==> src/rtl/led_trace_pkg.sv <==
// Shared definitions for the LED progress-code trace buffer: FSM state
// encoding and the default parameter values used by every file of the block.
package led_trace_pkg;

  // Display mode: LIVE shows the newest code, REPLAY walks the history.
  typedef enum logic {
    LIVE   = 1'b0,
    REPLAY = 1'b1
  } state_t;

  localparam int CODE_W_DEF   = 8;
  localparam int DEPTH_DEF    = 8;
  localparam int TICK_DIV_DEF = 24;

  // Width of a counter able to hold the values 0..depth inclusive.
  function automatic int count_width(input int depth);
    return $clog2(depth) + 1;
  endfunction

endpackage

==> src/rtl/led_trace_buffer_if.sv <==
// Bus between the core-side code writer / replay control and the trace
// buffer. The master drives codes and control, the slave (the buffer)
// returns the displayed code and the history status.
interface led_trace_buffer_if
  import led_trace_pkg::*;
#(
  parameter int CODE_W = CODE_W_DEF,
  parameter int DEPTH  = DEPTH_DEF
);

  localparam int CNT_W = count_width(DEPTH);

  logic              code_valid;
  logic [CODE_W-1:0] code_data;
  logic              clr;
  logic              replay;
  logic [CODE_W-1:0] led;
  logic [CNT_W-1:0]  count;
  logic              overflow;

  modport master (
    output code_valid,
    output code_data,
    output clr,
    output replay,
    input  led,
    input  count,
    input  overflow
  );

  modport slave (
    input  code_valid,
    input  code_data,
    input  clr,
    input  replay,
    output led,
    output count,
    output overflow
  );

endinterface

==> src/rtl/led_trace_prescaler.sv <==
// Free-running TICK_DIV-bit prescaler for the replay step rate. While
// enabled it counts every cycle and raises tick for the one cycle in which
// the count sits at its maximum (the count then wraps to 0). clear holds
// the counter at 0 and suppresses tick.
module led_trace_prescaler
  import led_trace_pkg::*;
#(
  parameter int TICK_DIV = TICK_DIV_DEF
) (
  input  logic clk,
  input  logic rst_n,
  input  logic clear,
  input  logic enable,
  output logic tick
);

  localparam logic [TICK_DIV-1:0] CNT_MAX = '1;

  logic [TICK_DIV-1:0] cnt_reg;
  logic [TICK_DIV-1:0] cnt_next;

  // Next count and tick: clear wins, otherwise count while enabled.
  always_comb begin
    cnt_next = cnt_reg;
    tick     = 1'b0;
    if (clear) begin
      cnt_next = '0;
    end else if (enable) begin
      cnt_next = cnt_reg + TICK_DIV'(1);
      tick     = (cnt_reg == CNT_MAX);
    end
  end

  // Counter register, forced to 0 by the asynchronous reset.
  always_ff @(posedge clk or negedge rst_n) begin
    if (!rst_n) begin
      cnt_reg <= '0;
    end else begin
      cnt_reg <= cnt_next;
    end
  end

endmodule

==> src/rtl/led_trace_buffer.sv <==
// LED progress-code trace buffer.
// Keeps the last DEPTH progress codes written by the core in a circular
// buffer. In LIVE mode the LEDs show the newest code; in REPLAY mode the
// history is stepped through oldest-first, one entry every 2^TICK_DIV
// cycles, wrapping back to the oldest entry.
// Optional build macro LED_TRACE_DEDUP_EN: when defined, a code equal to
// the newest stored code is dropped instead of being stored again.
module led_trace_buffer
  import led_trace_pkg::*;
#(
  parameter int CODE_W   = CODE_W_DEF,
  parameter int DEPTH    = DEPTH_DEF,
  parameter int TICK_DIV = TICK_DIV_DEF
) (
  input logic              clk,
  input logic              rst_n,
  led_trace_buffer_if.slave bus
);

  localparam int PTR_W = $clog2(DEPTH);
  localparam int CNT_W = count_width(DEPTH);
  localparam logic [CNT_W-1:0] FULL_COUNT = CNT_W'(DEPTH);

  // History storage; contents are deliberately not reset.
  logic [CODE_W-1:0] mem [DEPTH];

  state_t            state_reg;
  state_t            state_next;
  logic [PTR_W-1:0]  wr_ptr_reg;
  logic [PTR_W-1:0]  wr_ptr_next;
  logic [PTR_W-1:0]  rd_base_reg;
  logic [PTR_W-1:0]  rd_base_next;
  logic [PTR_W-1:0]  offset_reg;
  logic [PTR_W-1:0]  offset_next;
  logic [CNT_W-1:0]  count_reg;
  logic [CNT_W-1:0]  count_next;
  logic              overflow_reg;
  logic              overflow_next;
  logic [CODE_W-1:0] led_reg;
  logic [CODE_W-1:0] led_next;

  logic              full;
  logic              accept;
  logic              stay_replay;
  logic              tick;
  logic [PTR_W-1:0]  newest_ptr;
  logic [PTR_W-1:0]  rd_addr;
  logic [CODE_W-1:0] newest_code;

  assign full        = (count_reg == FULL_COUNT);
  assign newest_ptr  = wr_ptr_reg - PTR_W'(1);
  assign newest_code = mem[newest_ptr];

`ifdef LED_TRACE_DEDUP_EN
  // Repeats of the newest stored code carry no new progress information.
  assign accept = bus.code_valid &&
                  !((count_reg != '0) && (bus.code_data == newest_code));
`else
  assign accept = bus.code_valid;
`endif

  // The prescaler only runs while the FSM is in REPLAY and stays there;
  // entering or leaving REPLAY restarts it from 0.
  assign stay_replay = (state_reg == REPLAY) && (state_next == REPLAY);

  led_trace_prescaler #(
    .TICK_DIV (TICK_DIV)
  ) u_prescaler (
    .clk    (clk),
    .rst_n  (rst_n),
    .clear  (!stay_replay),
    .enable (stay_replay),
    .tick   (tick)
  );

  // Mode FSM: follows the replay level with one cycle of latency.
  always_comb begin
    state_next = state_reg;
    case (state_reg)
      LIVE:    if (bus.replay)  state_next = REPLAY;
      REPLAY:  if (!bus.replay) state_next = LIVE;
      default: state_next = LIVE;
    endcase
  end

  // Buffer bookkeeping: clear beats a simultaneous write; a write into a
  // full buffer drops the oldest entry and marks the overflow.
  always_comb begin
    wr_ptr_next   = wr_ptr_reg;
    rd_base_next  = rd_base_reg;
    count_next    = count_reg;
    overflow_next = overflow_reg;
    if (bus.clr) begin
      wr_ptr_next   = '0;
      rd_base_next  = '0;
      count_next    = '0;
      overflow_next = 1'b0;
    end else if (accept) begin
      wr_ptr_next = wr_ptr_reg + PTR_W'(1);
      if (full) begin
        rd_base_next  = rd_base_reg + PTR_W'(1);
        overflow_next = 1'b1;
      end else begin
        count_next = count_reg + CNT_W'(1);
      end
    end
  end

  // Replay offset: relative to the oldest entry, restarted on every entry
  // into REPLAY and on clear; the wrap test uses the post-write count so a
  // write and a step in the same cycle see the grown history.
  always_comb begin
    offset_next = offset_reg;
    if (!stay_replay || bus.clr) begin
      offset_next = '0;
    end else if (tick) begin
      if (({1'b0, offset_reg} + CNT_W'(1)) >= count_next) begin
        offset_next = '0;
      end else begin
        offset_next = offset_reg + PTR_W'(1);
      end
    end
  end

  // Display selection: newest entry in LIVE, oldest+offset in REPLAY,
  // blank when the history is empty or being cleared.
  always_comb begin
    rd_addr  = (state_reg == REPLAY) ? (rd_base_reg + offset_reg) : newest_ptr;
    led_next = mem[rd_addr];
    if (bus.clr || (count_reg == '0)) begin
      led_next = '0;
    end
  end

  // History write port; the slot at wr_ptr is written on an accepted code.
  always_ff @(posedge clk) begin
    if (accept && !bus.clr) begin
      mem[wr_ptr_reg] <= bus.code_data;
    end
  end

  // Control and display registers, all forced idle by the asynchronous reset.
  always_ff @(posedge clk or negedge rst_n) begin
    if (!rst_n) begin
      state_reg    <= LIVE;
      wr_ptr_reg   <= '0;
      rd_base_reg  <= '0;
      offset_reg   <= '0;
      count_reg    <= '0;
      overflow_reg <= 1'b0;
      led_reg      <= '0;
    end else begin
      state_reg    <= state_next;
      wr_ptr_reg   <= wr_ptr_next;
      rd_base_reg  <= rd_base_next;
      offset_reg   <= offset_next;
      count_reg    <= count_next;
      overflow_reg <= overflow_next;
      led_reg      <= led_next;
    end
  end

  assign bus.led      = led_reg;
  assign bus.count    = count_reg;
  assign bus.overflow = overflow_reg;

endmodule

==> src/flat_wrapper.sv <==
// flat-port wrapper written by rule: the top's interface ports become plain ports
module led_trace_buffer_flat import led_trace_pkg::*;
#(
  parameter int CODE_W   = CODE_W_DEF,
  parameter int DEPTH    = DEPTH_DEF,
  parameter int TICK_DIV = TICK_DIV_DEF
)
  (clk, rst_n, bus_code_valid, bus_code_data, bus_clr, bus_replay, bus_led, bus_count, bus_overflow);
  led_trace_buffer_if #(.CODE_W(CODE_W), .DEPTH(DEPTH)) bus_i ();
  input logic clk;
  input logic rst_n;
  input wire logic [$bits(bus_i.code_valid)-1:0] bus_code_valid;
  input wire logic [$bits(bus_i.code_data)-1:0] bus_code_data;
  input wire logic [$bits(bus_i.clr)-1:0] bus_clr;
  input wire logic [$bits(bus_i.replay)-1:0] bus_replay;
  output wire logic [$bits(bus_i.led)-1:0] bus_led;
  output wire logic [$bits(bus_i.count)-1:0] bus_count;
  output wire logic [$bits(bus_i.overflow)-1:0] bus_overflow;
  assign bus_i.code_valid = bus_code_valid;
  assign bus_i.code_data = bus_code_data;
  assign bus_i.clr = bus_clr;
  assign bus_i.replay = bus_replay;
  assign bus_led = bus_i.led;
  assign bus_count = bus_i.count;
  assign bus_overflow = bus_i.overflow;
  led_trace_buffer #(.CODE_W(CODE_W), .DEPTH(DEPTH), .TICK_DIV(TICK_DIV)) u_core (.clk(clk), .rst_n(rst_n), .bus(bus_i));
endmodule
==> config.mk <==
export PLATFORM = sky130hd
export DESIGN_NAME = led_trace_buffer_flat
export DESIGN_NICKNAME = d
export VERILOG_FILES = /design/src/rtl/led_trace_pkg.sv /design/src/rtl/led_trace_buffer_if.sv /design/src/rtl/led_trace_prescaler.sv /design/src/rtl/led_trace_buffer.sv /design/src/flat_wrapper.sv
export SDC_FILE = /design/constraint.sdc
export NUM_CORES = 1
export LEC_CHECK = 0
export BUFFER_PORTS_ARGS = -buffer_cell sky130_fd_sc_hd__buf_2
export CELL_PAD_IN_SITES_DETAIL_PLACEMENT = 0
export CELL_PAD_IN_SITES_GLOBAL_PLACEMENT = 1
export CORE_ASPECT_RATIO = 1.2
export CORE_MARGIN = 2
export CORE_UTILIZATION = 40
export CTS_CLUSTER_SIZE = 20
export DETAILED_ROUTE_END_ITERATION = 8
export GPL_ROUTABILITY_DRIVEN = 0
export PLACE_DENSITY = 0.72
export SKIP_CTS_REPAIR_TIMING = 1
export SLEW_MARGIN = 40
export SYNTH_ARGS = -nofsm -noshare
export SYNTH_HDL_FRONTEND = slang
export SYNTH_HIERARCHICAL = 1
export SYNTH_SLANG_ARGS = --single-unit
==> constraint.sdc <==
create_clock -name clk -period 6.6 [get_ports clk]
set_input_delay 0.66 -clock clk [delete_from_list [all_inputs] [get_ports clk]]
set_output_delay 0.66 -clock clk [all_outputs]
set_load 0.005 [all_outputs]
==> key figures, run 1 <==
Outcome
  – Run status: complete, no violations

Routing
  – Number of iterations in the first detailed-routing pass: 6
  – Per-cell via count in the routed design: 5.16
  – Remaining number of nets flagged by the antenna check after routing: 0
  – DR iter-0 viols: 146
  – Final WL: 8710 um
  – Via count of the routed design: 2,740
  – Drt drc: 0
  – Post-detailed-route wirelength per cell: 16.4 um

Critical path
  – Startpoint-to-endpoint class of the critical path: reg -> reg
  – Kind of cell with the highest combined delay on the critical path: simple AND/OR/NAND/NOR gates
  – Highest-delay cell along the critical path: sky130_fd_sc_hd__or4_1
  – Launching instance or port of the critical path: u_core/state_reg
  – Endpoint class of the critical path: flop
  – Startpoint of the lowest-slack register-to-register path: u_core/state_reg
  – Worst r2r dst: u_core/u_prescaler/cnt_reg[19]
  – Max stage delay on crit path: 0.58 ns
  – Critical path buffer and inverter count: 1
  – Largest driver fanout on the critical path: 30
  – Worst EP arrival: 2.96 ns
  – Ordered list of cells on the worst path: nand2_2 -> inv_1 -> o211a_1 -> nand4_1 -> or4_1 -> a21oi_1
  – Data required time at the worst endpoint: 6.86 ns
  – Critical Path Source Type: flop
  – Register-to-register setup slack: 3.90 ns
  – Cell depth of the worst flop-to-flop path: 6

Floorplanning
  – Overall die height: 125 um
  – Width of the die: 105 um
  – # rows: 44
  – Initial Util: 40.5%
  – Area of the die: 13,100 um^2
  – Core area: 12,000 um^2
  – Top-level port count: 26

Finish
  – Synth-to-layout area growth: 12.7%
  – Most common library cell in the layout ignoring fill and taps: sky130_fd_sc_hd__edfxtp_1
  – Number of nets in the layout: 391
  – Top library cells by usage in the layout, fill and taps aside: sky130_fd_sc_hd__edfxtp_1, sky130_fd_sc_hd__dfrtp_1, sky130_fd_sc_hd__buf_2
  – Final-layout fill cell count: 1,105
  – Number of flip-flops in the largest register: 64
  – Antenna diode count: 0
  – Share of layout cells above drive strength 1: 20.8%

Placed design
  – HPWL Detailed: 5610 um
  – Port Buffer Count: 25
  – Post-placement setup slack: 3.72 ns

Yosys
  – Net count after synthesis: 366
  – Post-synthesis sequential area ratio: 63.7%
  – Syn Area/Cell: 14.3 um^2
  – Total standard cell area after synthesis: 4870 um^2
  – Post-synthesis async set-or-reset flop share: 42.3%
  – Yosys warning total: 6
  – Number of instances in the synthesized netlist: 340
  – Number of synthesized register bits: 111
  – Most used flip-flop cell after synthesis: sky130_fd_sc_hd__edfxtp_1
  – Count of flip-flops with a built-in enable after synthesis: 64
  – Post-synthesis cell type count: 49

STA
  – Setup TNS: 0 ns
  – Worst setup skew after layout: 0.00832 ns
  – Min setup slack post-route: 3.90 ns
  – Hold Vio Cnt, Final: 0
  – Worst Max-Slew Pin Slew: 0.728 ns
  – Final period demand of the worst path: 2.70 ns
  – Post-route clock period utilization: 40.8%
  – Relative slew margins: 51.5%
  – Fin. max-slew vios: 0
  – Fmax: 371 MHz
  – Setup repair after global routing missed its margin: false
  – Count of endpoints failing setup in the final report: 0

GRT
  – Pin count of the biggest net entering global routing: 48
  – Initial antenna violation count: 0
  – Number of global-route vias before repair: 2,842
  – Total Routing Usage GR: 14.7%
  – Overall overflow remaining after global route: 0
  – Wire length of the first global-routing pass: 14,600 um

Min path
  – Path type of the worst min-delay path: in -> async

CTS
  – Clock tree from TritonCTS: built
  – Clock root buffer: sky130_fd_sc_hd__clkbuf_16
  – Sink Count: 111
  – Clock transition at the registers of the reported paths: 0.07 ns
  – Max Root-Sink Buffers: 2
  – Number of H-tree levels: 3
  – Worst skew pair latency: 0.35 ns
  – Clock buffers created by TritonCTS: 9

Pwr
  – Power Dens Cells: 258 nW/um^2
  – Reported leakage power: 2.10 nW
  – Maximum ir drop on the vdd rail: 0.000166 V

Run
  – Number of max-capacitance violations reported: 0
[metal layers]
layer	up-vias	GRT usage [%]	part of all wire, %
met2	38	25.0	52
met1	1369	18.1	44
met3	9	3.87	3.2
met5	-	0	0
met4	0	4.94	1.3
li1	1324	-	-
[cells in the mapped netlist (2+ instances only)]
| cell type | count | area, um^2 |
|---|---|---|
| sky130_fd_sc_hd__inv_1 | 10 | 37.5 |
| sky130_fd_sc_hd__nand2_1 | 17 | 63.8 |
| sky130_fd_sc_hd__and4_1 | 3 | 26.3 |
| sky130_fd_sc_hd__and3_1 | 2 | 12.5 |
| sky130_fd_sc_hd__nor2_1 | 28 | 105 |
| sky130_fd_sc_hd__clkbuf_1 | 6 | 22.5 |
| sky130_fd_sc_hd__edfxtp_1 | 64 | 1920 |
| sky130_fd_sc_hd__o21ai_0 | 12 | 60.1 |
| sky130_fd_sc_hd__o211a_1 | 2 | 20.0 |
| sky130_fd_sc_hd__dfrtp_1 | 47 | 1180 |
| sky130_fd_sc_hd__nor2b_1 | 2 | 12.5 |
| sky130_fd_sc_hd__nor3_1 | 4 | 20.0 |
| sky130_fd_sc_hd__a22o_1 | 9 | 78.8 |
| sky130_fd_sc_hd__mux4_2 | 14 | 315 |
| sky130_fd_sc_hd__xnor2_1 | 6 | 52.6 |
| sky130_fd_sc_hd__mux2i_1 | 4 | 40.0 |
| sky130_fd_sc_hd__nand4_1 | 6 | 37.5 |
| sky130_fd_sc_hd__ha_1 | 12 | 150 |
| sky130_fd_sc_hd__o31ai_1 | 2 | 15.0 |
| sky130_fd_sc_hd__nand2b_1 | 4 | 25.0 |
| sky130_fd_sc_hd__buf_2 | 5 | 25.0 |
| sky130_fd_sc_hd__buf_6 | 3 | 33.8 |
| sky130_fd_sc_hd__or4_1 | 2 | 15.0 |
| sky130_fd_sc_hd__a21oi_1 | 14 | 70.1 |
| sky130_fd_sc_hd__nor3b_1 | 2 | 15.0 |
| sky130_fd_sc_hd__nand3b_1 | 2 | 15.0 |
| sky130_fd_sc_hd__or2_2 | 5 | 31.3 |
| sky130_fd_sc_hd__xor2_1 | 13 | 114 |
| sky130_fd_sc_hd__nand3_1 | 10 | 50.1 |
| sky130_fd_sc_hd__or3_1 | 10 | 62.6 |
| sky130_fd_sc_hd__mux4_1 | 2 | 52.6 |
[cells by family (layout without fill, tap and decap cells)]
logic type	after synthesis	count (layout)	share of synthesized area [%]
compound gates	46	46	6.66
flops	111	111	63.7
xor+xnor	19	19	3.42
fa+ha+maj	13	13	3.50
buf+inv	25	55	2.52
mux	21	21	8.61
simple gates	105	105	11.6
[cell type report]
type,instances,area (um^2),share of cell area (%)
clock buffer,9,225,4.11
inverter,10,37.5,0.685
timing repair buffer,29,155,2.83
sequential,111,3100,56.5
multi-input combinational,204,1670,30.5
tap,161,201,3.67
clock inverter,7,93.8,1.71
[worst max path at each step]
stage / to / slack (ns) / cells after the start
5_1_grt: u_core/u_prescaler/cnt_reg[19] / 3.62 / 6
3_3_place_gp: u_core/u_prescaler/cnt_reg[19] / 3.44 / 7
6_report: u_core/u_prescaler/cnt_reg[19] / 3.90 / 6
3_5_place_dp: u_core/u_prescaler/cnt_reg[19] / 3.72 / 7
4_1_cts: u_core/bus.led[6] / 3.89 / 6
2_1_floorplan: u_core/offset_reg[0] / 4.14 / 9
[where the power goes]
part           internal (mW)  switching, mW
Clock                  0.306          0.264
Sequential             0.748        0.00767
Combinational         0.0391         0.0525
[worst reg2reg max path, stage by stage, from the launching register on]
cell                      delay [ns]
sky130_fd_sc_hd__dfrtp_1        0.51
sky130_fd_sc_hd__nand2_2        0.40
sky130_fd_sc_hd__inv_1          0.35
sky130_fd_sc_hd__o211a_1        0.26
sky130_fd_sc_hd__nand4_1        0.35
sky130_fd_sc_hd__or4_1          0.58
sky130_fd_sc_hd__a21oi_1        0.17
[through the flow]
step	cells	power (mW)	util [%]	hold slack, ns	cell area, um^2
3_5_place_dp	515	0.864	43.0	0.492	5160
4_1_cts	531	1.44	45.7	0.438	5480
2_1_floorplan	340	0.829	-	0.364	4870
6_report	531	1.42	45.7	0.423	5480
5_1_grt	531	1.47	45.7	0.443	5480
3_3_place_gp	515	0.861	42.8	0.474	5140
Power figures use the tool's default switching activity.
==> inputs of run 2 (changes only) <==
--- a/config.mk
+++ b/config.mk
@@ -14,7 +14,7 @@
 export CTS_CLUSTER_SIZE = 20
 export DETAILED_ROUTE_END_ITERATION = 8
 export GPL_ROUTABILITY_DRIVEN = 0
-export PLACE_DENSITY = 0.72
+export PLACE_DENSITY = 0.74
 export SKIP_CTS_REPAIR_TIMING = 1
 export SLEW_MARGIN = 40
 export SYNTH_ARGS = -nofsm -noshare
==> constraint.sdc (replaced) <==
create_clock -name clk -period 2.3 [get_ports clk]
set_input_delay 0.23 -clock clk [delete_from_list [all_inputs] [get_ports clk]]
set_output_delay 0.23 -clock clk [all_outputs]
set_load 0.005 [all_outputs]
==> run 2 against run 1 <==
  * Cell area rose by 3.4%
  * Sequential power rose to 2.9 times the previous value
  * Non-clock buffer count rose by 27
  * Count of clock-buffer cells in the layout rose by 2
  * Critical path depth rose by 1
  * Core utilization rose by 1.5 points
  * Via count rose by 5.1%
  * Global-route usage rose by 0.36 points
  * First-iteration DRC count fell by 14%
  * Cell count rose by 5.1%
  * Total power rose to 2.8 times the previous value
  * Critical path type unchanged
  * Largest cell class unchanged
  * Highest routed layer unchanged
==> key figures, run 2 (same netlist as run 1, synthesis figures left out) <==
Pwr
  – Power Dens Cells: 690 nW/um^2 (was 258 nW/um^2)
  – Maximum ir drop on the vdd rail: 0.000567 V (was 0.000166 V)
  – Tot Pwr: 3.91 mW (was 1.42 mW)
  – Reported leakage power: 2.23 nW (was 2.10 nW)

STA
  – Final period demand of the worst path: 2.18 ns (was 2.70 ns)
  – Setup TNS: 0 ns (unchanged)
  – Fmax: 458 MHz (was 371 MHz)
  – Setup repair after global routing missed its margin: true (was false)
  – Worst setup skew after layout: 0.0107 ns (was 0.00832 ns)
  – Count of endpoints failing setup in the final report: 0 (unchanged)
  – Worst Max-Slew Pin Slew: 0.481 ns (was 0.728 ns)
  – Worst hold slack across all endpoints: 0.146 ns (was 0.423 ns)
  – Post-route clock period utilization: 94.8% (was 40.8%)
  – Relative slew margins: 67.9% (was 51.5%)
  – Min setup slack post-route: 0.119 ns (was 3.90 ns)
  – Fin. max-slew vios: 0 (unchanged)
  – Hold Vio Cnt, Final: 0 (unchanged)

Finish
  – Final-layout fill cell count: 1,106 (was 1,105)
  – Synth-to-layout area growth: 16.5% (was 12.7%)
  – Antenna diode count: 0 (unchanged)
  – Number of flip-flops in the largest register: 64 (unchanged)
  – Multi-input gate area: 1660 um^2 (was 1670 um^2)
  – Number of nets in the layout: 418 (was 391)
  – Share of layout cells above drive strength 1: 24.4% (was 20.8%)
  – Most common library cell in the layout ignoring fill and taps: sky130_fd_sc_hd__edfxtp_1 (unchanged)
  – Sequential Area: 3100 um^2 (unchanged)
  – Final core area utilization: 47.2% (was 45.7%)
  – Top library cells by usage in the layout, fill and taps aside: sky130_fd_sc_hd__edfxtp_1, sky130_fd_sc_hd__dfrtp_1, sky130_fd_sc_hd__nor2_1 (was sky130_fd_sc_hd__edfxtp_1, sky130_fd_sc_hd__dfrtp_1, sky130_fd_sc_hd__buf_2)

Floorplanning
  – # rows: 44 (unchanged)
  – Width of the die: 105 um (unchanged)
  – Initial Util: 40.5% (unchanged)
  – Overall die height: 125 um (unchanged)
  – Area of the die: 13,100 um^2 (unchanged)
  – Top-level port count: 26 (unchanged)
  – Core area: 12,000 um^2 (unchanged)

Routing
  – DR iter-0 viols: 125 (was 146)
  – Number of iterations in the first detailed-routing pass: 6 (unchanged)
  – Drt drc: 0 (unchanged)
  – Final WL: 9120 um (was 8710 um)
  – Per-cell via count in the routed design: 5.16 (about the same)
  – Via count of the routed design: 2,879 (was 2,740)
  – Post-detailed-route wirelength per cell: 16.3 um (was 16.4 um)
  – Remaining number of nets flagged by the antenna check after routing: 0 (unchanged)

Placed design
  – HPWL Detailed: 6140 um (was 5610 um)
  – Port Buffer Count: 25 (unchanged)
  – Post-placement setup slack: 0.0578 ns (was 3.72 ns)

GRT
  – Number of global-route vias before repair: 2,915 (was 2,842)
  – Initial antenna violation count: 0 (unchanged)
  – Overall overflow remaining after global route: 0 (unchanged)
  – Wire length of the first global-routing pass: 15,000 um (was 14,600 um)
  – Total Routing Usage GR: 15.0% (was 14.7%)
  – Pin count of the biggest net entering global routing: 21 (was 48)

Min path
  – Path type of the worst min-delay path: in -> reg (was in -> async)

Critical path
  – Critical Path Source Type: flop (unchanged)
  – Endpoint class of the critical path: flop (unchanged)
  – Startpoint-to-endpoint class of the critical path: reg -> reg (unchanged)
  – Worst EP arrival: 2.42 ns (was 2.96 ns)
  – Data required time at the worst endpoint: 2.54 ns (was 6.86 ns)
  – Largest driver fanout on the critical path: 4 (was 30)

CTS
  – Sink Count: 111 (unchanged)
  – Number of H-tree levels: 3 (unchanged)
  – Worst skew pair latency: 0.35 ns (about the same)
  – Clock root buffer: sky130_fd_sc_hd__clkbuf_16 (unchanged)
  – Max Root-Sink Buffers: 2 (unchanged)
  – Clock buffers created by TritonCTS: 9 (unchanged)
  – Clock transition at the registers of the reported paths: 0.07 ns (about the same)
  – Clock tree from TritonCTS: built (unchanged)

Outcome
  – Run status: complete, no violations (unchanged)

Run
  – Number of max-capacitance violations reported: 0 (unchanged)
## run 2: changes by cell type in the layout (fill, tap and decap cells not counted), moves of 2 or more
cell                            change
sky130_fd_sc_hd__buf_4             +22
sky130_fd_sc_hd__nor2_1             +6
sky130_fd_sc_hd__nor2_2             -6
sky130_fd_sc_hd__buf_12             +2
sky130_fd_sc_hd__clkbuf_1           +2
sky130_fd_sc_hd__dlygate4sd3_1      +2
## run 2: worst max-delay path, stage by stage, from the launching register on
cell and delay [ns]:
sky130_fd_sc_hd__dfrtp_1 0.38, sky130_fd_sc_hd__ha_2 0.19, sky130_fd_sc_hd__fa_1 0.48, sky130_fd_sc_hd__nor2b_1 0.05, sky130_fd_sc_hd__a21oi_2 0.11, sky130_fd_sc_hd__buf_6 0.14
sky130_fd_sc_hd__mux4_2 0.48, sky130_fd_sc_hd__a22o_1 0.24
## run 2: cell type report
type | instances | share of cell area [%]
Timing Repair Buffer | 56 | 6.91
Clock buffer | 11 | 4.11
Sequential cell | 111 | 54.7
Inverter | 10 | 0.662
Multi-Input combinational cell | 204 | 29.4
Tap cell | 161 | 3.55
Clock inverter | 5 | 0.729
## run 2: worst paths after layout
check,depth (start not counted),start,slack (ns),end
max,7,u_core/rd_base_reg[0],0.12,u_core/bus.led[6]
min,1,bus_code_data[4],0.15,u_core/mem[4][4]
max reg2reg,7,u_core/rd_base_reg[0],0.12,u_core/bus.led[6]
min reg2reg,2,u_core/bus.overflow,0.50,u_core/bus.overflow
max in group asynchronous,3,rst_n,1.33,u_core/u_prescaler/cnt_reg[1]
min in group asynchronous,2,rst_n,0.37,u_core/bus.count[3]
## run 2: routing by layer
metal	routed length, um	vias to the layer above	global-route usage, %
li1	-	1379	-
met1	3870	1453	18.0
met2	4860	36	26.6
met3	255	11	2.88
met4	139	0	5.96
met5	0	-	0
## run 2: metrics by stage
| stage | cells | area, um^2 |
|---|---|---|
| CTS | 554 | 5610 |
| detailed placement | 538 | 5340 |
| global route | 558 | 5670 |
| finish | 558 | 5670 |
| floorplan | 340 | 4870 |
| global placement | 538 | 5340 |
## run 2: report_power, final
| part | internal (mW) | total (mW) | switching (mW) |
|---|---|---|---|
| combinational | 0.146 | 0.306 | 0.161 |
| sequential | 2.15 | 2.16 | 0.0168 |
| clock | 0.746 | 1.44 | 0.694 |
| total | 3.04 | 3.91 | 0.871 |
